===== src/rtl/lsu_mem_ctrl_pkg.sv =====
// Shared types and helpers for the load/store unit.
package lsu_pkg;

    localparam int LSU_XLEN  = 64;
    localparam int LSU_AW    = 64;
    localparam int LSU_WDT_W = 4;

    // One-hot access widths as presented on wdt_op
    typedef enum logic [LSU_WDT_W-1:0] {
        WDT8  = 4'b0001,
        WDT16 = 4'b0010,
        WDT32 = 4'b0100,
        WDT64 = 4'b1000
    } wdt_e;

    typedef enum logic [2:0] {
        ST_IDLE,
        ST_LOAD,
        ST_LCAP,
        ST_STORE,
        ST_RESP
    } lsu_state_e;

    // Captured request; "signed" is a keyword, hence is_signed
    typedef struct packed {
        logic                 is_store;
        logic                 is_signed;
        logic [LSU_WDT_W-1:0] wdt;
        logic [LSU_AW-1:0]    addr;
        logic [LSU_XLEN-1:0]  wdata;
    } lsu_req_t;

    // Anything that is not a legal one-hot width is handled as a 64b access
    function automatic logic [LSU_WDT_W-1:0] norm_wdt(input logic [LSU_WDT_W-1:0] wdt);
        case (wdt)
            WDT8, WDT16, WDT32: return wdt;
            default:            return WDT64;
        endcase
    endfunction

    // Natural alignment check on the low address bits
    function automatic logic misaligned(input logic [LSU_WDT_W-1:0] wdt,
                                        input logic [2:0]           addr_lo);
        case (norm_wdt(wdt))
            WDT8:    return 1'b0;
            WDT16:   return addr_lo[0];
            WDT32:   return |addr_lo[1:0];
            default: return |addr_lo[2:0];
        endcase
    endfunction

endpackage


===== src/rtl/lsu_mem_ctrl_ext.sv =====
// Sign/zero extension of zero-extended RAM read data by access width.
module lsu_ext
    import lsu_pkg::*;
#(
    parameter int XLEN = LSU_XLEN
) (
    input  logic [XLEN-1:0]      rdata,
    input  logic [LSU_WDT_W-1:0] wdt,
    input  logic                 is_signed,
    output logic [XLEN-1:0]      ext_data
);

    // Replicate the top bit of the selected width when signed, else clear upper bits
    always_comb begin
        ext_data = rdata;
        case (wdt)
            WDT8:    ext_data = {{(XLEN-8){is_signed & rdata[7]}}, rdata[7:0]};
            WDT16:   ext_data = {{(XLEN-16){is_signed & rdata[15]}}, rdata[15:0]};
            WDT32:   ext_data = {{(XLEN-32){is_signed & rdata[31]}}, rdata[31:0]};
            default: ext_data = rdata;
        endcase
    end

endmodule


===== src/rtl/lsu_mem_ctrl.sv =====
// Load/store unit: one op in flight, drives a single-port data RAM and
// returns extended load data / misalign status to write-back.
module lsu_mem_ctrl
    import lsu_pkg::*;
#(
    parameter int XLEN  = LSU_XLEN,
    parameter int AW    = LSU_AW,
    parameter int WDT_W = LSU_WDT_W
) (
    input  logic             clk,
    input  logic             rst_n,
    input  logic             in_valid,
    output logic             in_ready,
    input  logic             in_is_store,
    input  logic             in_signed,
    input  logic [WDT_W-1:0] in_wdt,
    input  logic [AW-1:0]    in_addr,
    input  logic [XLEN-1:0]  in_wdata,
    output logic             out_valid,
    input  logic             out_ready,
    output logic [XLEN-1:0]  out_rdata,
    output logic             out_misalign,
    output logic [XLEN-1:0]  mem_raddr,
    output logic [AW-1:0]    mem_waddr,
    output logic [XLEN-1:0]  mem_wdata,
    output logic             mem_ren,
    output logic             mem_wen,
    output logic [WDT_W-1:0] wdt_op,
    input  logic [XLEN-1:0]  mem_rdata
);

    lsu_state_e      state_q, state_d;
    lsu_req_t        req_q, req_d;
    logic [XLEN-1:0] rdata_q, rdata_d;
    logic            misalign_q, misalign_d;
    logic [XLEN-1:0] ext_data;

    lsu_ext #(.XLEN(XLEN)) u_ext (
        .rdata     (mem_rdata),
        .wdt       (req_q.wdt),
        .is_signed (req_q.is_signed),
        .ext_data  (ext_data)
    );

    // State, request and result registers
    always_ff @(posedge clk or negedge rst_n) begin
        if (!rst_n) begin
            state_q    <= ST_IDLE;
            req_q      <= '0;
            rdata_q    <= '0;
            misalign_q <= 1'b0;
        end else begin
            state_q    <= state_d;
            req_q      <= req_d;
            rdata_q    <= rdata_d;
            misalign_q <= misalign_d;
        end
    end

    // Next-state logic; result registers only change on accept, capture and release
    always_comb begin
        state_d    = state_q;
        req_d      = req_q;
        rdata_d    = rdata_q;
        misalign_d = misalign_q;
        case (state_q)
            ST_IDLE: begin
                if (in_valid) begin
                    req_d.is_store  = in_is_store;
                    req_d.is_signed = in_signed;
                    req_d.wdt       = norm_wdt(in_wdt);
                    req_d.addr      = in_addr;
                    req_d.wdata     = in_wdata;
                    rdata_d         = '0;
                    if (misaligned(in_wdt, in_addr[2:0])) begin
                        misalign_d = 1'b1;
                        state_d    = ST_RESP;
                    end else begin
                        misalign_d = 1'b0;
                        state_d    = in_is_store ? ST_STORE : ST_LOAD;
                    end
                end
            end
            ST_LOAD:  state_d = ST_LCAP;
            ST_LCAP: begin
                rdata_d = ext_data;
                state_d = ST_RESP;
            end
            ST_STORE: begin
                rdata_d = '0;
                state_d = ST_RESP;
            end
            ST_RESP: begin
                if (out_ready) begin
                    misalign_d = 1'b0;
                    state_d    = ST_IDLE;
                end
            end
            default:  state_d = ST_IDLE;
        endcase
    end

    // Handshake and RAM strobes decode straight from the state; addresses come from the request
    always_comb begin
        in_ready     = (state_q == ST_IDLE);
        out_valid    = (state_q == ST_RESP);
        mem_ren      = (state_q == ST_LOAD);
        mem_wen      = (state_q == ST_STORE);
        out_rdata    = rdata_q;
        out_misalign = misalign_q;
        mem_raddr    = req_q.addr;
        mem_waddr    = req_q.addr;
        mem_wdata    = req_q.wdata;
        wdt_op       = req_q.wdt;
    end

endmodule

===== config.mk =====
export PLATFORM = sky130hd
export DESIGN_NAME = lsu_mem_ctrl
export DESIGN_NICKNAME = d
export VERILOG_FILES = /design/src/rtl/lsu_mem_ctrl_pkg.sv /design/src/rtl/lsu_mem_ctrl_ext.sv /design/src/rtl/lsu_mem_ctrl.sv
export SDC_FILE = /design/constraint.sdc
export NUM_CORES = 1
export LEC_CHECK = 0
export BUFFER_PORTS_ARGS = -buffer_cell sky130_fd_sc_hd__buf_2
export CORE_AREA = 3 3 181 183
export CTS_CLUSTER_SIZE = 12
export DETAILED_ROUTE_END_ITERATION = 16
export DIE_AREA = 0 0 184 186
export SLEW_MARGIN = 20
export SYNTH_ARGS = -nofsm -noshare
export SYNTH_HDL_FRONTEND = slang
export SYNTH_SLANG_ARGS = --single-unit

===== constraint.sdc =====
create_clock -name clk -period 3.4 [get_ports clk]
set_input_delay 0.68 -clock clk [delete_from_list [all_inputs] [get_ports clk]]
set_output_delay 0.68 -clock clk [all_outputs]
set_load 0.02 [all_outputs]

==> impl_metrics.tcl, run 1 <==
set metrics [dict create \
    hold_slack_ns 0.218 \
    clock-sinks 201 \
    postCtsSetupBuffers 0 \
    r2r_start "wdt_op[0]" \
    die_h_um 186 \
    period_share_pct 69.0 \
    clkLatencyLatePin_ns 0.50 \
    post-place-ws_ns 1.12 \
    worstSetupEndpoint "mem_wen" \
    drv_cap 0 \
    async_reset_ff_share_pct 100 \
    fp-row-count 65 \
    dp_hpwl_um 19100 \
    area_growth_pct 36.1 \
    syn-num-nets 1072 \
    cts_made_buffers 23 \
    relSlewSlack_pct 46.8 \
    htree_levels 1 \
    synth-compound-area-share_pct 9.21 \
    first_global_vias 6996 \
    cts_root_buf "clkbuf_16" \
    ctsHoldBuffers 0 \
    nets 1459 \
    synth-xor-area-share_pct 0.212 \
    r2r_end "out_rdata[58]" \
    antenna_found_initial 2 \
    drc_errors 0 \
    fillCellCount 3258 \
    synth_cells 870 \
    yosys.area_share.simple_pct 21.0 \
    power_density_nw_per_um2 905 \
    gp_congestion 0.802 \
    critPathBufInv 1 \
    reg2reg_depth 4 \
    cts.reportedPaths.clkPinSlew_ns 0.06 \
    multi_input_area_um2 2540 \
    crit_family "flip-flops" \
    antenna_cells 0 \
    cp_slowest_stage_delay_ns 0.55 \
    synth_fa_ha_area_share_pct 0 \
    grt_max_degree 106 \
    netlist_top_cells_area "dfrtp_1 (61%), nand2_1 (19%), buf_4 (5.8%), a221o_1 (3.9%), o21ai_0 (2.0%)" \
    io_buffers 466 \
    netlist.area_leader.share_pct 60.8 \
    reg2reg_slack_ns 1.39 \
    drt_iter0_markers 323 \
    gr-total-overflow 0 \
    critPathSlowestCell "dfrtp_1" \
    clock.fmax_ghz 0.426 \
    synth.distinct_cells 34 \
    fin_worst_skew_ns 0.00593 \
    drv_slew 0 \
    worstMarginPinSlew_ns 0.798 \
    rsz0062_at_grt "no" \
    viasPerCell 4.30 \
    crit_type "flop to output port" \
    synth_edf_count 0 \
    hold_violations 0 \
    cp-startpoint "state_q[1]" \
    synth_area_leader_cell "dfrtp_1" \
    path_cells "nor2b_1 -> and2_1 -> buf_2" \
    critPathRequiredTime_ns 2.72 \
    start_util_pct 26.4 \
    syn-cell-area_um2 8280 \
    p_leak_uw 0.00655 \
    first_pass_iters 4 \
    status "completed" \
    crit_path_max_fanout 9 \
    cts_tree "built" \
    start_kind "flop" \
    drive_above_1_share_pct 41.0 \
    fin_ws_ns 1.05 \
    final.setup.tns_ns 0 \
    cts.repair.resized 0 \
    ant_nets 0 \
    yosys_warnings 0 \
    die_w_um 184 \
    synth_top_family_by_area "simple AND/OR/NAND/NOR gates" \
    setup_violations 0 \
    grtUsageTotal_pct 14.1 \
    synthMuxAreaShare_pct 0 \
    io_pins 467 \
    grt_pass1_wl_um 39000 \
    cp.depth 3 \
    ys_seq_area_share_pct 60.8 \
    syn_avg_cell_area_um2 9.51 \
    core_area_um2 31400 \
    die_area_um2 34200 \
    synth_flop_cell "dfrtp_1" \
    drt-wirelength-per-cell_um 15.4 \
    cts_buffer_depth 3 \
    drt_wl_total_um 25800 \
    vias 7192 \
    critPathCaptureType "output port" \
    min_period_ns 2.35 \
    ir_drop_mv 0.425 \
    crit_arrival_ns 1.67 \
    yosys_register_bits 201 \
    final-seq-area_um2 5030 \
    holdCritPathClass "input pin to async pin" \
]
-- placed cells by master (no fill, tap or decap), types with 3 or more instances in the layout --
| cell type | synthesis | final |
|---|---|---|
| a21oi_1 | 25 | 25 |
| a221o_1 | 32 | 32 |
| a22o_1 | 8 | 8 |
| and2_1 | 3 | 3 |
| buf_12 | 0 | 4 |
| buf_2 | 16 | 465 |
| buf_4 | 64 | 8 |
| clkbuf_1 | 31 | 4 |
| clkbuf_16 | 0 | 23 |
| clkbuf_8 | 0 | 7 |
| clkinv_2 | 0 | 6 |
| dfrtp_1 | 201 | 201 |
| nand2_1 | 418 | 418 |
| nor2_1 | 3 | 3 |
| nor2b_1 | 4 | 4 |
| o21ai_0 | 33 | 33 |
-- how the worst min path moves through the flow --
| stage | startpoint | endpoint | slack [ns] | cells after the start |
|---|---|---|---|---|
| 6_report | rst_n | out_rdata[27] | 0.22 | 1 |
| 5_1_grt | rst_n | out_rdata[27] | 0.25 | 1 |
| 4_1_cts | rst_n | out_rdata[27] | 0.22 | 1 |
| 3_5_place_dp | mem_wdata[63] | mem_wdata[63] | 0.46 | 2 |
| 3_3_place_gp | mem_wdata[28] | mem_wdata[28] | 0.45 | 2 |
| 2_1_floorplan | rst_n | mem_raddr[0] | 0.38 | 0 |
-- sequential cells by signal, indices dropped and copies added, names as in the netlist --
signal        flops
state_q           3
req_q             1
mem_raddr        64
wdt_op            4
out_rdata        64
out_misalign      1
mem_wdata        64
-- per-stage QoR --
stage	power (µW)	cell area, µm²	utilization [%]	cells
after floorplan	6630	8280	-	870
after global placement	7910	10600	33.6	1634
after detailed placement	7960	10600	33.6	1634
after CTS	10300	11300	35.9	1674
after global routing	10900	11300	35.9	1674
final	10200	11300	35.9	1674
-- area by class of cell --
class | count | area share (%)
Clock buffer | 33 | 5.97
Clock inverter | 7 | 0.333
Multi-Input combinational cell | 553 | 22.6
Sequential cell | 201 | 44.6
Tap cell | 402 | 4.46
Timing Repair Buffer | 478 | 22.0
-- Yosys cell counts (all sizes together), types with 4 or more instances --
master  instances
buf            85
clkbuf         31
dfrtp         201
a22o            8
a221o          32
a21oi          25
nand2         418
nor2b           4
o21ai          34
-- report_power, final --
part	switching, µW	total [µW]	leakage, µW	internal (µW)
Clock	949	2320	0.000355	1370
Sequential	575	3780	0.00258	3210
Combinational	2800	4100	0.00362	1300
Total	4330	10200	0.00655	5870
-- cells by family after synthesis --
kind of cell | after synthesis
AO/OA/AOI/OAI | 107
flip-flops | 201
XOR/XNOR | 2
buffers and inverters | 116
AND/OR/NAND/NOR | 444
-- worst register-to-register path, cell delays in order, from the launching register on --
cell,delay (ns)
dfrtp_1,0.48
and3b_1,0.23
o211a_1,0.41
o211a_4,0.45
a221o_1,0.32
-- metal layers --
layer  track usage (%)  up-vias  routed length (µm)
li1                  -     3503                   -
met1              18.1     3361               10700
met2              23.1      293               12300
met3              4.71       33                2410
met4              3.57        2                 445
met5                 0        -                  20
(Power assumes the default switching activity.)
==> inputs of run 2 (changes only) <==
==> constraint.sdc (replaced) <==
create_clock -name clk -period 2.2 [get_ports clk]
set_input_delay 0.44 -clock clk [delete_from_list [all_inputs] [get_ports clk]]
set_output_delay 0.44 -clock clk [all_outputs]
set_load 0.02 [all_outputs]
==> run 2 against run 1 <==
Core utilization up 0.64 points. Sequential power up 54%. Combinational power up 57%. Non-clock buffer count up 9. First-iteration DRC count up 15%. Die area unchanged. Global-route usage up 0.27 points. Critical endpoint is now mem_ren. Largest cell class unchanged. Largest power group unchanged.
==> impl_metrics.tcl, run 2 (synthesis results as in run 1) <==
set metrics [dict create \
    antenna_found_initial 1 \
    first_pass_iters 4 \
    cts_made_buffers 23 \
    p_int_uw 9330 \
    crit_family "flip-flops" \
    grtUsageTotal_pct 14.4 \
    cts_tree "built" \
    die_area_um2 34200 \
    status "completed" \
    ir_drop_mv 0.729 \
    reg2reg_slack_ns 0.45 \
    final_cell_mix "buf_2 (465), nand2_1 (418), dfrtp_1 (200)" \
    fin_area_um2 11500 \
    vias 7329 \
    fin_worst_skew_ns 0.0113 \
    dp_cells 1642 \
    cts.reportedPaths.clkPinSlew_ns 0.06 \
    p_seq_share_pct 36.4 \
    start_kind "flop" \
    critPathRequiredTime_ns 1.76 \
    drv_cap 0 \
    drt-wirelength-per-cell_um 15.7 \
    first_global_vias 7053 \
    die_w_um 184 \
    power.net_switching_uw 6720 \
    r2r_end "out_rdata[41]" \
    core_area_um2 31400 \
    io_buffers 466 \
    final_cells 1683 \
    path_cells "nor3b_1 -> buf_2" \
    drv_slew 0 \
    rsz0062_at_grt "no" \
    power_density_nw_per_um2 1400 \
    pwr-share-clk_pct 23.4 \
    crit_path_max_fanout 11 \
    io_pins 467 \
    min_period_ns 2.03 \
    cp_slowest_stage_delay_ns 0.53 \
    start_util_pct 26.4 \
    cts_buffer_depth 3 \
    r2r_start "state_q[1]" \
    relSlewSlack_pct 45.1 \
    drt_iter0_markers 371 \
    area_growth_pct 38.5 \
    comb_power_share_pct 40.1 \
    dp_hpwl_um 19700 \
    crit_type "flop to output port" \
    die_h_um 186 \
    grt_pass1_wl_um 39500 \
    clkLatencyLatePin_ns 0.50 \
    layout_commonest_cell "buf_2" \
    swShare_pct 41.9 \
    reg2reg_depth 4 \
    crit_arrival_ns 1.59 \
    p_leak_uw 0.00665 \
    holdCritPathClass "input pin to flop" \
    hold_violations 0 \
    cp.depth 2 \
    period_share_pct 92.5 \
    critPathBufInv 1 \
    cp-startpoint "state_q[0]" \
    p_total_uw 16000 \
    drt_wl_total_um 26500 \
    gp_congestion 0.791 \
    worstMarginPinSlew_ns 0.823 \
    gr-total-overflow 0 \
    critPathSlowestCell "dfrtp_1" \
    drive_above_1_share_pct 41.6 \
    clock-sinks 201 \
    final.setup.tns_ns 0 \
    clock.fmax_ghz 0.491 \
    ant_nets 0 \
    viasPerCell 4.35 \
    fp-row-count 65 \
    cts_root_buf "clkbuf_16" \
    fillCellCount 3263 \
    grt_max_degree 70 \
    nets 1468 \
    setup_violations 0 \
    worstSetupEndpoint "mem_ren" \
    htree_levels 1 \
    placed_cell_area_um2 10700 \
    drc_errors 0 \
    critPathCaptureType "output port" \
]
==> run 2: cell types whose count changed in the layout (fill, tap and decap cells not counted) <==
| cell | delta |
|---|---|
| diode_2 | +1 |
| dlygate4sd3_1 | +1 |
| buf_12 | +7 |
| clkbuf_1 | -3 |
| bufinv_16 | +1 |
| clkbuf_8 | +2 |
| clkinvlp_4 | -1 |
| buf_4 | +1 |
| dfrtp_2 | +1 |
| dfrtp_1 | -1 |
==> run 2: power by group through the flow <==
stage	sequential (µW)	clock [µW]	combinational (µW)
floorplan	7310	0	2940
global placement	5830	0	6490
detailed placement	5860	0	6550
CTS	5850	3890	6540
global route	6020	4030	7030
finish	5840	3760	6440
==> run 2: area by class of cell <==
| cell class | instances | area, µm² | share of cell area [%] |
|---|---|---|---|
| timing repair buffer | 487 | 2640 | 23.0 |
| multi-input combinational | 553 | 2540 | 22.2 |
| tap | 402 | 503 | 4.39 |
| sequential | 201 | 5030 | 43.9 |
| clock buffer | 32 | 689 | 6.01 |
| antenna | 1 | 2.50 | 0.0218 |
| clock inverter | 7 | 60.1 | 0.524 |
==> run 2: worst min-delay path, cell delays in order <==
cell	delay, ns
buf_2	0.07
nand2_1	0.04
nand2_1	0.04
==> run 2: metrics by stage <==
stage          utilization (%)  hold slack [ns]  setup WS (ns)
6_report                  36.5            0.128          0.165
5_1_grt                   36.5            0.110         0.0160
4_1_cts                   36.5           0.0841         0.0992
3_5_place_dp              34.1            0.456          0.279
3_3_place_gp              34.1            0.453          0.296
2_1_floorplan                -            0.144          0.315
==> run 2: worst min-delay path by stage <==
stage	startpoint	end	depth (start not counted)
after global placement	mem_wdata[3]	mem_wdata[3]	2
after floorplan	rst_n	mem_raddr[0]	0
after CTS	in_wdata[36]	mem_wdata[36]	3
after detailed placement	mem_wdata[10]	mem_wdata[10]	2
final	in_addr[9]	mem_raddr[9]	3
after global routing	in_wdata[33]	mem_wdata[33]	3
==> run 2: per-layer routing <==
metal	track usage (%)	share of wire (%)	routed length (µm)
met1	18.6	41	10900
met2	23.4	48	12700
met3	4.48	8.8	2340
met4	3.84	2.0	539
met5	0	0	0
==> run 2: repair_timing <==
| item | CTS | global route |
|---|---|---|
| endpoints found under the setup margin | 0 | 1 |
| hold endpoints to repair | 48 | 0 |
| buffers inserted | 0 | 0 |
| hold buffers | 1 | 0 |
| resized for setup | 0 | 1 |
